## src/rtl/vector_activation_unit_pkg.sv

```systemverilog
// Shared types for the vector activation unit: activation modes, FSM states
// and the lane width.
package act_pkg;

  localparam int LANE_W = 8;

  typedef enum logic [1:0] {
    PASS      = 2'd0,
    RELU      = 2'd1,
    RELU_CLIP = 2'd2,
    LEAKY     = 2'd3
  } act_mode_e;

  typedef enum logic [1:0] {
    IDLE,
    RUN,
    FLUSH
  } act_state_e;

endpackage

```

## src/rtl/vector_activation_unit_lane.sv

```systemverilog
// Single-element activation, purely combinational.
//   x          signed input element
//   mode       activation mode
//   clip_max   RELU_CLIP upper bound (unsigned, saturated to 127)
//   leak_shift LEAKY arithmetic right-shift amount for negative inputs
//   y          activated element
module act_lane
  import act_pkg::*;
(
  input  logic signed [LANE_W-1:0] x,
  input  act_mode_e                mode,
  input  logic        [7:0]        clip_max,
  input  logic        [2:0]        leak_shift,
  output logic signed [LANE_W-1:0] y
);

  logic signed [LANE_W-1:0] lim;

  always_comb begin
    lim = clip_max[7] ? 8'sd127 : $signed({1'b0, clip_max[6:0]});
    y   = x;
    case (mode)
      PASS: y = x;
      RELU: y = x[LANE_W-1] ? '0 : x;
      RELU_CLIP: begin
        if (x[LANE_W-1])
          y = '0;
        else if (x > lim)
          y = lim;
        else
          y = x;
      end
      LEAKY: begin
        if (x[LANE_W-1])
          y = x >>> leak_shift;
      end
      default: y = x;
    endcase
  end

endmodule

```

## src/rtl/vector_activation_unit.sv

```systemverilog
// Streaming activation stage: fetches a vector chunk-by-chunk from a
// single-cycle-latency buffer, activates each lane and writes chunks to a
// downstream buffer that may apply backpressure.
//   clk_in/rst_n_in            clock, async active-low reset
//   in_data_ready              start request (sampled in IDLE)
//   mode_in/clip_max_in/...    config, latched at accept
//   in_data/read_in_req_ptr    upstream buffer read port
//   write_out_*                downstream buffer write port
//   out_ready                  downstream accept
//   out_vector_valid           marks the final chunk's write
//   busy                       not IDLE
module vector_activation_unit
  import act_pkg::*;
#(
  parameter  int InVecLength = 16,
  parameter  int WorkingRegs = 4,
  localparam int PtrW        = (InVecLength > 1) ? $clog2(InVecLength) : 1
) (
  input  logic                                clk_in,
  input  logic                                rst_n_in,
  input  logic                                in_data_ready,
  input  logic [1:0]                          mode_in,
  input  logic [7:0]                          clip_max_in,
  input  logic [2:0]                          leak_shift_in,
  input  logic [WorkingRegs-1:0][LANE_W-1:0]  in_data,
  output logic [PtrW-1:0]                     read_in_req_ptr,
  output logic [PtrW-1:0]                     write_out_req_ptr,
  output logic [WorkingRegs-1:0][LANE_W-1:0]  write_out_data,
  output logic                                write_out_en,
  input  logic                                out_ready,
  output logic                                out_vector_valid,
  output logic                                busy
);

  localparam int              NumChunks = InVecLength / WorkingRegs;
  localparam logic [PtrW-1:0] STEP      = PtrW'(WorkingRegs);
  localparam logic [PtrW-1:0] LAST      = PtrW'(InVecLength - WorkingRegs);

  act_state_e state, state_nxt;

  act_mode_e  cfg_mode;
  logic [7:0] cfg_clip;
  logic [2:0] cfg_shift;

  logic [PtrW-1:0] rd_ptr;
  logic [PtrW-1:0] wr_ptr;
  logic            wr_en;
  logic            hold_valid;
  logic [WorkingRegs-1:0][LANE_W-1:0] hold_data;
  logic [WorkingRegs-1:0][LANE_W-1:0] src_data;
  logic [WorkingRegs-1:0][LANE_W-1:0] act_data;

  logic stall;
  logic wr_acc;

  assign stall  = wr_en & ~out_ready;
  assign wr_acc = wr_en & out_ready;

  always_comb begin
    state_nxt = state;
    case (state)
      IDLE: begin
        if (in_data_ready) begin
          if (NumChunks == 1)
            state_nxt = FLUSH;
          else
            state_nxt = RUN;
        end
      end
      RUN: begin
        if (wr_acc && rd_ptr == LAST)
          state_nxt = FLUSH;
      end
      FLUSH: begin
        if (wr_acc)
          state_nxt = IDLE;
      end
      default: state_nxt = IDLE;
    endcase
  end

  always_ff @(posedge clk_in or negedge rst_n_in) begin
    if (!rst_n_in)
      state <= IDLE;
    else
      state <= state_nxt;
  end

  // The write port shows buffer data combinationally; the read pointer runs
  // one chunk ahead, so a stall parks the in-flight chunk in hold_data.
  always_ff @(posedge clk_in or negedge rst_n_in) begin
    if (!rst_n_in) begin
      cfg_mode   <= PASS;
      cfg_clip   <= '0;
      cfg_shift  <= '0;
      rd_ptr     <= '0;
      wr_ptr     <= '0;
      wr_en      <= 1'b0;
      hold_valid <= 1'b0;
      hold_data  <= '0;
    end else begin
      if (stall && !hold_valid) begin
        hold_valid <= 1'b1;
        hold_data  <= in_data;
      end
      if (wr_acc)
        hold_valid <= 1'b0;

      case (state)
        IDLE: begin
          if (in_data_ready) begin
            cfg_mode  <= act_mode_e'(mode_in);
            cfg_clip  <= clip_max_in;
            cfg_shift <= leak_shift_in;
            wr_en     <= 1'b1;
            wr_ptr    <= '0;
            rd_ptr    <= (NumChunks == 1) ? '0 : STEP;
          end
        end
        RUN: begin
          if (wr_acc) begin
            wr_ptr <= wr_ptr + STEP;
            rd_ptr <= (rd_ptr == LAST) ? '0 : rd_ptr + STEP;
          end
        end
        FLUSH: begin
          if (wr_acc) begin
            wr_en  <= 1'b0;
            wr_ptr <= '0;
          end
        end
        default: begin
          wr_en <= 1'b0;
        end
      endcase
    end
  end

  assign src_data = hold_valid ? hold_data : in_data;

  for (genvar g = 0; g < WorkingRegs; g++) begin : g_lane
    act_lane u_lane (
      .x          (src_data[g]),
      .mode       (cfg_mode),
      .clip_max   (cfg_clip),
      .leak_shift (cfg_shift),
      .y          (act_data[g])
    );
  end

  assign write_out_data    = wr_en ? act_data : '0;
  assign write_out_en      = wr_en;
  assign write_out_req_ptr = wr_ptr;
  assign read_in_req_ptr   = rd_ptr;
  assign out_vector_valid  = wr_en && (wr_ptr == LAST);
  assign busy              = (state != IDLE);

endmodule

```

## config.mk

```make
export PLATFORM = sky130hd
export DESIGN_NAME = vector_activation_unit
export DESIGN_NICKNAME = d
export VERILOG_FILES = /design/src/rtl/vector_activation_unit_pkg.sv /design/src/rtl/vector_activation_unit_lane.sv /design/src/rtl/vector_activation_unit.sv
export SDC_FILE = /design/constraint.sdc
export NUM_CORES = 1
export LEC_CHECK = 0
export BUFFER_PORTS_ARGS = -buffer_cell sky130_fd_sc_hd__clkbuf_2
export CAP_MARGIN = 0
export CORE_MARGIN = 2
export CORE_UTILIZATION = 49
export CTS_BUF_LIST = sky130_fd_sc_hd__clkbuf_16
export DETAILED_ROUTE_END_ITERATION = 10
export GPL_TIMING_DRIVEN = 0
export PLACE_DENSITY = 0.77
export SKIP_CTS_REPAIR_TIMING = 1
export SYNTH_ARGS = -nofsm -noshare
export SYNTH_HDL_FRONTEND = slang
export SYNTH_SLANG_ARGS = --single-unit
```

## constraint.sdc

```tcl
create_clock -name clk_in -period 3.2 [get_ports clk_in]
set_clock_uncertainty 0.1 [all_clocks]
set_input_delay 0 -clock clk_in [delete_from_list [all_inputs] [get_ports clk_in]]
set_output_delay 0 -clock clk_in [all_outputs]
set_load 0.01 [all_outputs]
```

==> summary.txt <==
Routing
  • 1st-iter DRT viols: around 800
  • Detail Route Antenna Nets: 0
  • Vias: 6359
  • Uppermost layer routed: met4
  • DR vias/cell: 6.535
  • Wl on met1: 8832 um
  • Drt wl/cell: 23.00 um
  • Met3 wire len: 2104 um
  • Met2 WL: ~11000 um
  • DRT Wirelength: 22380 um
  • DRC Markers: 0
  • TritonRoute pass-1 iters: 6

GRT
  • Total gr overflow: 0
  • Vias in the first global route: 5577
  • Largest net degree at the start of global routing: 54
  • Antenna violations before repair: 0
  • Global-route wire length before repair: 30780 um
  • Global Route Usage Sum: 31.17%

Final layout
  • Nets@finish: approximately 900
  • Antenna cells: 0
  • Share of cells above drive strength 1: 41.69%
  • Synth-to-Final Area Change: 41.89%
  • Final Instance Area: just over 8000 sq um
  • Fin util: between 70% and 80%

Floorplan
  • Initial Util: 50.07%
  • Total Die Area: 12500 sq um
  • Core Area: roughly 11000 sq um
  • Row cnt: 39
  • IO Pins: 92
  • Die width: 111.8 um
  • Die Y: 111.8 um

Synth
  • Top-area cell type share of the netlist area: 23.30%
  • Largest family of logic cells by synthesized area: multiplexers
  • Post-synth ARST share: 100.0%
  • Synth cell count leaders: nand2_1, mux2_2, dfrtp_1, nor2_1, mux2i_1
  • Yosys warnings: 0
  • Adder-cell share of the synthesized area: 4.132%
  • Syn Area/Cell: just over 9 sq um
  • Complex-gate fraction of the synthesized area: 20.11%
  • Post-synth EDFFs: 0
  • Sequential area share after synthesis: about a quarter
  • Mux share of post-synthesis cell area: 31.10%
  • Top FF cell, synth: dfrtp_1
  • Unique masters post-synth: 66
  • Post-Synth Simple-Gate Area: 14.31%
  • Largest area contributor in the netlist: dfrtp_1
  • Mapped Area: 5693 sq um
  • Main area contributors after synthesis: dfrtp_1, mux2_2, mux4_2, mux2i_1, nand2_1
  • Synthesized flop and latch total: 53
  • Count leader, synth: nand2_1
  • Synth Instances: 623
  • Post-Synth XOR/XNOR Area: 0.9231%

Timing
  • Worst slew margin: 23.99%
  • Final hold violation count: 0
  • RSZ-0062 raised after global routing: true
  • Final setup vio count: 28
  • Setup TNS: -12840 ps
  • Fmax: about 260 MHz
  • Smallest hold slack: 3.485 ps
  • Max-slew violations: 0
  • Final worst-path cycle share: 118.4%
  • Tmin final: 3789 ps
  • Slew @ Worst Pin: 1136 ps
  • Final setup margin: -588.8 ps

Hold path
  • HP Class: input port to flip-flop

Flow run
  • Max-Cap Viols: 0

Clocking
  • Worst-path clk slew: 80 ps
  • Total CTS buffers: 5
  • H-tree levels: 2
  • Worst skew pair latency: 320 ps
  • CTS root buf: clkbuf_16
  • CTS tree: done
  • Clock tree sinks: 53
  • Clock buffer depth: 2

Placed design
  • Dpl hpwl: 15080 um
  • RePlAce Congestion: 0.9671
  • Port Buffers: a little under 90
  • Placed Area: 6440 sq um

Worst setup path
  • Critical Path AT: roughly 3700 ps
  • Critical Path RT: slightly above 3000 ps
  • Critical path class: flip-flop to output port
  • Setup crit start kind: flip-flop
  • Critical path fanouts, max: 6
  • Endpoint class of the critical path: output port

Power
  • Pwr Density: 1302 nW/um^2
  • Leakage: 3.526 nW
  • Switching Power: around 0.0052 W
  • Clock network power share: about 6.3%
  • Switching Fraction: 49.85%
  • Peak VDD IR: 0.7070 mV
  • Seq pwr share: 13.0%
  • Pint: 0.005274 W
  • Gate power share: 80.7%

Run status
  • Status: complete, but fails checks
  • Failing checks: setup timing
==> registers in the layout, summed over array words and instances (netlist names) <==
register	count
hold_data	32
cfg_clip	8
cfg_shift	3
cfg_mode	2
read_in_req_ptr	2
state	2
write_out_req_ptr	2
hold_valid	1
write_out_en	1
==> routing by layer <==
layer,GRT usage [%],vias to the layer above
li1,-,2810
met1,43.19,3087
met2,48.77,394
met3,6.641,68
met4,10.45,0
met5,0,-
==> placed cells by master (no fill, tap or decap), types with 10 or more instances in the layout <==
cell type      count
clkbuf_2          65
nand2_1           64
buf_4             58
mux2_2            55
dfrtp_1           52
dlygate4sd3_1     47
nor2_1            44
mux2i_1           31
buf_2             30
o21ai_0           28
clkbuf_1          27
mux4_2            27
a21oi_1           25
inv_1             16
o22ai_1           15
a211oi_1          10
ha_1              10
==> logic make-up after synthesis <==
family                   count (synthesis)
AO/OA/AOI/OAI                          164
XOR/XNOR                                 6
adder cells (fa/ha/maj)                 19
buffers and inverters                   73
flip-flops                              53
multiplexers                           134
other                                    1
AND/OR/NAND/NOR                        173
==> path summary, 6_finish.rpt <==
check / start / endpoint / slack [ps] / depth (start not counted)
worst min-delay path: out_ready / write_out_en$_DFFE_PN0P_ / 3 / 3
worst max register to register: state[0]$_DFFE_PN0P_ / cfg_mode[0]$_DFFE_PN0P_ / 400 / 6
min in group asynchronous: rst_n_in / cfg_clip[7]$_DFFE_PN0P_ / 160 / 2
worst max-delay path: hold_valid$_DFFE_PN0P_ / write_out_data[13] / -590 / 14
worst min register to register: write_out_req_ptr[2]$_DFFE_PN0P_ / write_out_req_ptr[2]$_DFFE_PN0P_ / 430 / 1
max in group asynchronous: rst_n_in / hold_valid$_DFFE_PN0P_ / 2270 / 2
==> final cells by class <==
type                    count  area, sq um
multi-input cells         501         4544
fillers                   841         3292
repair buffers            196         1431
flip-flops and latches     53         1328
plain buffers              51        352.8
well taps                 143        178.9
clock buffers               5        125.1
inverters                  22        82.58
clock inverters             2        35.03
==> worst max-delay path, cell delays in order (launching register included) <==
cell and delay (ps):
dfrtp_2 430, buf_12 140, buf_12 120, buf_12 130
buf_12 130, buf_12 130, mux2i_4 220, ha_4 290
or3b_4 360, mux2_4 280, nor4_4 150, nand4b_4 220
mux2_4 340, a211oi_4 270, buf_2 170
==> power groups by stage <==
stage	Combinational, W	Sequential [W]	Clock, W
6_report	0.00849	0.00137	0.000657
5_1_grt	0.00898	0.00140	0.000674
4_1_cts	0.00659	0.00130	0.000647
3_5_place_dp	0.00656	0.00131	0
3_3_place_gp	0.00641	0.00128	0
2_1_floorplan	0.00481	0.00123	0
==> metrics by stage <==
stage,setup slack (ps),cells,total power [W]
detailed placement,-698.5,856,0.007865
global placement,-606.8,856,0.007686
CTS,-1036,863,0.008535
floorplan,-98.94,626,0.006041
global route,-651.9,973,0.01105
finish,-588.8,973,0.01052
(Power assumes the default switching activity.)
